<file path="config.mk">
export PLATFORM = sky130hd
export DESIGN_NAME = hazard_scoreboard
export DESIGN_NICKNAME = d
export VERILOG_FILES = /design/src/rtl/hazard_scoreboard.sv
export SDC_FILE = /design/constraint.sdc
export NUM_CORES = 1
export LEC_CHECK = 0
export CAP_MARGIN = 20
export CORE_ASPECT_RATIO = 1.2
export CORE_MARGIN = 2
export CORE_UTILIZATION = 49
export CTS_CLUSTER_DIAMETER = 60
export DETAILED_ROUTE_END_ITERATION = 10
export MAX_ROUTING_LAYER = met4
export PLACE_DENSITY = 0.79
export SYNTH_ARGS = -nofsm -noshare
export SYNTH_HDL_FRONTEND = slang
export SYNTH_SLANG_ARGS = --single-unit
export TNS_END_PERCENT = 5
</file>
<file path="constraint.sdc">
create_clock -name i_clk -period 3.15 [get_ports i_clk]
set_input_delay 0.63 -clock i_clk [delete_from_list [all_inputs] [get_ports i_clk]]
set_output_delay 0.63 -clock i_clk [all_outputs]
set_load 0.01 [all_outputs]
</file>
<file path="src/rtl/hazard_scoreboard.sv">
// Load-use hazard scoreboard for an in-order pipeline: tracks destination registers of
// in-flight stages, selects the youngest forwarding source and stalls ID on load-use.
module hazard_scoreboard #(
  parameter  int REG_ADDR_W = 5,
  parameter  int FWD_STAGES = 3,
  parameter  int LOAD_LAT   = 1,
  parameter  int CNT_W      = 16,
  localparam int SEL_W      = $clog2(FWD_STAGES + 1)
) (
  input  logic                  i_clk,
  input  logic                  i_rst_n,
  input  logic                  i_id_valid,
  input  logic [REG_ADDR_W-1:0] i_id_rs1,
  input  logic [REG_ADDR_W-1:0] i_id_rs2,
  input  logic                  i_id_use_rs1,
  input  logic                  i_id_use_rs2,
  input  logic [REG_ADDR_W-1:0] i_id_rd,
  input  logic                  i_id_rf_we,
  input  logic                  i_id_is_load,
  input  logic                  i_flush,
  input  logic                  i_cnt_clr,
  output logic [SEL_W-1:0]      o_fwd_sel_a,
  output logic [SEL_W-1:0]      o_fwd_sel_b,
  output logic                  o_stall,
  output logic                  o_issue,
  output logic [CNT_W-1:0]      o_stall_cnt
);

  logic [FWD_STAGES:1]   r_valid;
  logic [FWD_STAGES:1]   r_we;
  logic [FWD_STAGES:1]   r_load;
  logic [REG_ADDR_W-1:0] r_rd [1:FWD_STAGES];
  logic [CNT_W-1:0]      r_stall_cnt;

  logic [FWD_STAGES:1]   w_match_a;
  logic [FWD_STAGES:1]   w_match_b;
  logic [SEL_W-1:0]      w_sel_a;
  logic [SEL_W-1:0]      w_sel_b;
  logic                  w_haz_a;
  logic                  w_haz_b;
  logic                  w_stall;
  logic                  w_issue;

  // x0 is hardwired zero, so it never matches a producer.
  for (genvar gi = 1; gi <= FWD_STAGES; gi++) begin : g_match
    assign w_match_a[gi] = i_id_use_rs1 && r_valid[gi] && r_we[gi] &&
                           (r_rd[gi] == i_id_rs1) && (i_id_rs1 != '0);
    assign w_match_b[gi] = i_id_use_rs2 && r_valid[gi] && r_we[gi] &&
                           (r_rd[gi] == i_id_rs2) && (i_id_rs2 != '0);
  end

  // Scan oldest to youngest so the youngest match wins.
  always_comb begin
    w_sel_a = '0;
    w_sel_b = '0;
    w_haz_a = 1'b0;
    w_haz_b = 1'b0;
    for (int k = FWD_STAGES; k >= 1; k--) begin
      if (w_match_a[k]) begin
        w_sel_a = SEL_W'(k);
        w_haz_a = r_load[k] && (k <= LOAD_LAT);
      end
      if (w_match_b[k]) begin
        w_sel_b = SEL_W'(k);
        w_haz_b = r_load[k] && (k <= LOAD_LAT);
      end
    end
  end

  assign w_stall = i_rst_n & i_id_valid & (w_haz_a | w_haz_b) & ~i_flush;
  assign w_issue = i_rst_n & i_id_valid & ~w_stall & ~i_flush;

  // Stage 1 takes the issuing instruction or a bubble (stall or flush).
  always_ff @(posedge i_clk or negedge i_rst_n) begin
    if (!i_rst_n) begin
      r_valid[1] <= 1'b0;
      r_we[1]    <= 1'b0;
      r_load[1]  <= 1'b0;
      r_rd[1]    <= '0;
    end else begin
      r_valid[1] <= w_issue;
      r_we[1]    <= w_issue & i_id_rf_we;
      r_load[1]  <= w_issue & i_id_is_load;
      r_rd[1]    <= w_issue ? i_id_rd : '0;
    end
  end

  for (genvar gi = 2; gi <= FWD_STAGES; gi++) begin : g_shift
    always_ff @(posedge i_clk or negedge i_rst_n) begin
      if (!i_rst_n) begin
        r_valid[gi] <= 1'b0;
        r_we[gi]    <= 1'b0;
        r_load[gi]  <= 1'b0;
        r_rd[gi]    <= '0;
      end else begin
        r_valid[gi] <= r_valid[gi-1];
        r_we[gi]    <= r_we[gi-1];
        r_load[gi]  <= r_load[gi-1];
        r_rd[gi]    <= r_rd[gi-1];
      end
    end
  end

  // Clear beats increment; count saturates at all-ones.
  always_ff @(posedge i_clk or negedge i_rst_n) begin
    if (!i_rst_n) begin
      r_stall_cnt <= '0;
    end else if (i_cnt_clr) begin
      r_stall_cnt <= '0;
    end else if (w_stall && (r_stall_cnt != '1)) begin
      r_stall_cnt <= r_stall_cnt + 1'b1;
    end
  end

  assign o_fwd_sel_a = w_sel_a;
  assign o_fwd_sel_b = w_sel_b;
  assign o_stall     = w_stall;
  assign o_issue     = w_issue;
  assign o_stall_cnt = r_stall_cnt;

endmodule

</file>
Word level (Yosys, flattened, before mapping) --
Index checks and enable logic that the tools add are counted.
Storage, ports and cells: bits in registers 38, bits in latches 0, RAM bits 0, ROM bits 0, bits of input ports 24, output and inout bits 22, logic and storage cells 68, memories 0
Operators by class: add/subtract/negate cells 1, multiply operators 0, divide/modulo/power cells 0, $lt $le $gt $ge 0, equal/unequal tests 7, shift operators 0, muxes and demuxes 11, bitwise gates (word level) 10, reductions and logical operators 28
Operator list (number):
- two-way mux 16 bit | 2
- == test 5 bit | 6
- logical AND 1 bit | 25
- adder 16 x 1 -> 16 bit (second input constant) | 1
- inequality test 16 bit (second input constant) | 1
- two-way mux 2 bit | 6
- nonzero test 5 bit | 2
- AND 1 bit | 7
- two-way mux 5 bit | 1
- two-way mux 1 bit | 2
- inverter 1 bit | 2
- nonzero test 2 bit | 1
- OR 1 bit | 1

Depth between registers and ports, before layout --
depth in word-level cells 12, mapped depth 9, depth with buffers taken out 7

Worst setup path before layout --
No wires, ideal clock.
path type input -> output, start point input i_id_rs2[0], end point output o_issue, arrival time 2.249 ns, required time 2.520 ns, setup slack 0.271 ns, cell stages on the path 6, path buffers 1, cells stage by stage or4_1 > o21ai_1 > or4_1 > buf_2 > nand2_1 > a211oi_1
Between the ends: word-level cells in the longest chain between the ends 10, elaborated cells on any way between the ends 11, classes of those cells 1 x eq/ne; 1 x mux; 6 x bitwise; 3 x reduce/logical
Ends and longest elaborated chain:
- start, declared | line 14 | input logic [REG_ADDR_W-1:0] i_id_rs2,
- == test 5 bit | line 49 | (r_rd[gi] == i_id_rs2) && (i_id_rs2 != '0);
- logical AND 1 bit | line 48 | assign w_match_b[gi] = i_id_use_rs2 && r_valid[gi] && r_we[gi] &&
- logical AND 1 bit * | line 49
- two-way mux 1 bit * | line 63 | if (w_match_b[k]) begin
- OR 1 bit * | line 70 | assign w_stall = i_rst_n & i_id_valid & (w_haz_a | w_haz_b) & ~i_flush;
- AND 1 bit * (2 in a row) | line 70
- inverter 1 bit * | line 71 | assign w_issue = i_rst_n & i_id_valid & ~w_stall & ~i_flush;
- AND 1 bit * (2 in a row) | line 71
- end, declared | line 25 | output logic o_issue,
Mark *: on every way between the ends. The rest lies on a longest branch, timed or not.

Worst setup path after layout --
start point input i_id_rs2[0], end point output o_stall
Between the ends: word-level cells in the longest chain between the ends 7, elaborated cells on any way between the ends 8, classes of those cells 1 x eq/ne; 1 x mux; 3 x bitwise; 3 x reduce/logical
Ends and longest elaborated chain:
- == test 5 bit | line 49
- logical AND 1 bit | line 48
- logical AND 1 bit * | line 49
- two-way mux 1 bit * | line 63
- OR 1 bit * | line 70
- AND 1 bit * (2 in a row) | line 70
- end, declared | line 24 | output logic o_stall,
Marks and branches as above.

==> impl_metrics.tcl <==
set metrics [dict create \
    drt_iter0_markers 46 \
    cts.path.max_buffers 2 \
    grt_max_degree 24 \
    syn_area_per_cell_um2 10.4 \
    die_h_um 72.9 \
    final_core_util_pct 69.9 \
    ys_seq_elements 38 \
    netlist_area_um2 1940 \
    wl_per_cell_um 14.3 \
    fin_crit_sh_pct 97.1 \
    area_growth_syn_to_layout_pct 39.9 \
    layout_common_cells "38 x dfrtp_1, 32 x clkdlybuf4s50_1, 26 x xnor2_1, 26 x buf_4, 11 x nand2_1" \
    diodes 0 \
    pre_cts_slack_ns -0.535 \
    p_leak_nw 1.15 \
    finalClockSkew_ns 0.00353 \
    crit_fanout 6 \
    start_kind "input pin" \
    drc_errors 0 \
    path_class "in2out" \
    powerDensity_nw_per_um2 341 \
    syn_inst 186 \
    gp_congestion 0.856 \
    holdWs_ns 0.324 \
    fmax_ghz 0.327 \
    antenna_left 0 \
    io_buffers 45 \
    status "finished clean" \
    antenna_found_initial 0 \
    core.rowCount 25 \
    maxCapViolations 0 \
    synth.distinct_cells 37 \
    clkTransAtPathRegs_ns 0.07 \
    drv_slew 0 \
    synthArstFlopShare_pct 100 \
    period_needed_ns 3.06 \
    layout-drive-gt1-share_pct 20.1 \
    htree_levels 2 \
    rsz0062_at_grt "true" \
    cts_tree "done" \
    numClockSinks 38 \
    worst_pin_slew_ns 0.679 \
    io_pins 46 \
    yosysWarnings 0 \
    critPathArrivalTime_ns 2.43 \
    hold_class "in2async" \
    track_usage_pct 23.5 \
    core_area_um2 3880 \
    drtPass1Iterations 4 \
    insertion_delay_ns 0.29 \
    nets 284 \
    root_buffer "clkbuf_8" \
    num_vias 1657 \
    cts_made_buffers 5 \
    rr_worst_depth 8 \
    final_hold_viol_count 0 \
    wirelength_mm 4.49 \
    dieArea_um2 4480 \
    post_cts_buffers 0 \
    worst_slack_ns 0.0922 \
    syn_nets 211 \
    postCtsHoldBufs 0 \
    synth_edf_count 0 \
    die_x_um 61.4 \
    dp_hpwl_mm 3.48 \
    vias_per_cell 5.29 \
    slew_headroom_pct 54.6 \
    layout.cells.most_common "dfrtp_1" \
    start_util_pct 50.0 \
    grt.overflow.total 0 \
    finalSetupViolCount 0 \
    grt_pass1_wl_mm 7.43 \
    grt_pass1_vias 1619 \
    seq_area_frac_synth_pct 49.0 \
    ys.flop_type "dfrtp_1" \
    required_ns 2.52 \
    max-vdd-ir-drop_mv 0.313 \
    critPathCaptureType "output pin" \
]
==> registers in the layout (all words and copies together) (netlist names) <==
register,count
o_stall_cnt,16
r_load,1
r_rd,15
r_valid,3
r_we,3
==> Yosys cell counts, types with 4 or more instances <==
cell type,number,area (um^2)
dfrtp_1,38,951
xnor2_1,26,228
nand2_1,11,41.3
a21oi_1,10,50.1
or4_1,10,75.1
and2_1,9,56.3
nand4_1,8,50.1
nor2_1,8,30.0
nand3_1,7,35.0
or3_1,7,43.8
xor2_1,7,61.3
o21ai_0,4,20.0
==> worst max-delay path, stage by stage <==
cell and delay [ns]:
clkdlybuf4s50_1 0.49, buf_4 0.14, xnor2_1 0.11, nand4_1 0.10
or4_4 0.50, buf_6 0.15, a21oi_4 0.17, buf_6 0.12
==> report_power, final <==
part	internal, mW	switching (mW)	total [mW]	leakage, nW
logic	0.0581	0.0447	0.103	0.590
clock network	0.152	0.169	0.321	0.0373
registers	0.495	0.00652	0.502	0.525
total	0.705	0.220	0.925	1.15
==> worst paths after layout <==
check,slack (ns),endpoint,from
setup / recovery,0.09,o_stall,i_id_rs2[0]
hold / removal,0.32,o_stall_cnt[6]$_DFFE_PN0P_,i_rst_n
setup reg to reg,0.67,o_stall_cnt[3]$_DFFE_PN0P_,r_rd[13]$_DFF_PN0_
hold reg to reg,0.38,r_valid[3]$_DFF_PN0_,r_valid[2]$_DFF_PN0_
max in group asynchronous,2.56,r_valid[3]$_DFF_PN0_,i_rst_n
min in group i_clk,0.38,r_valid[3]$_DFF_PN0_,r_valid[2]$_DFF_PN0_
==> final cells by class <==
class                           instances  area, um^2
Timing Repair Buffer                   72         624
Sequential cell                        38         951
Clock buffer                            6        72.6
Inverter                                2        7.51
Fill cell                             322        1170
Tap cell                               54        67.6
Clock inverter                          1        7.51
Multi-Input combinational cell        140         982
==> metrics by stage <==
stage          total power, mW  setup TNS, ns  std cells  cell area [um^2]
4_1_cts                  0.931              0        313              2710
6_report                 0.925              0        313              2710
3_3_place_gp             0.614          -2.20        306              2620
3_5_place_dp             0.616          -2.81        306              2620
5_1_grt                  0.963       -0.00596        313              2710
2_1_floorplan            0.544              0        186              1940
==> layer usage <==
metal	part of all wire, %	vias up	wire (um)	track usage (%)
li1	-	806	-	-
met1	41	797	1840	28.9
met2	53	48	2360	37.7
met3	5.3	6	239	6.38
met4	1.2	0	54	7.09
met5	0	-	0	-
==> cell families (layout without fill, tap and decap cells) <==
| logic type | after synthesis | count (layout) | synth area share (%) |
|---|---|---|---|
| fa+ha+maj | 1 | 1 | 0.645 |
| simple gates | 74 | 74 | 21.8 |
| compound gates | 28 | 28 | 9.23 |
| xor+xnor | 33 | 33 | 14.9 |
| flops | 38 | 38 | 49.0 |
| mux | 4 | 4 | 2.26 |
| buf+inv | 8 | 81 | 2.13 |
==> what timing repair did <==
action,4_1_cts,5_1_grt
endpoints found under the setup margin,6,6
endpoints found under the hold margin,0,0
pin swaps,1,0
gates resized for setup,26,8
gates cloned,0,0
Note: power is estimated with default switching activity, not from simulation.
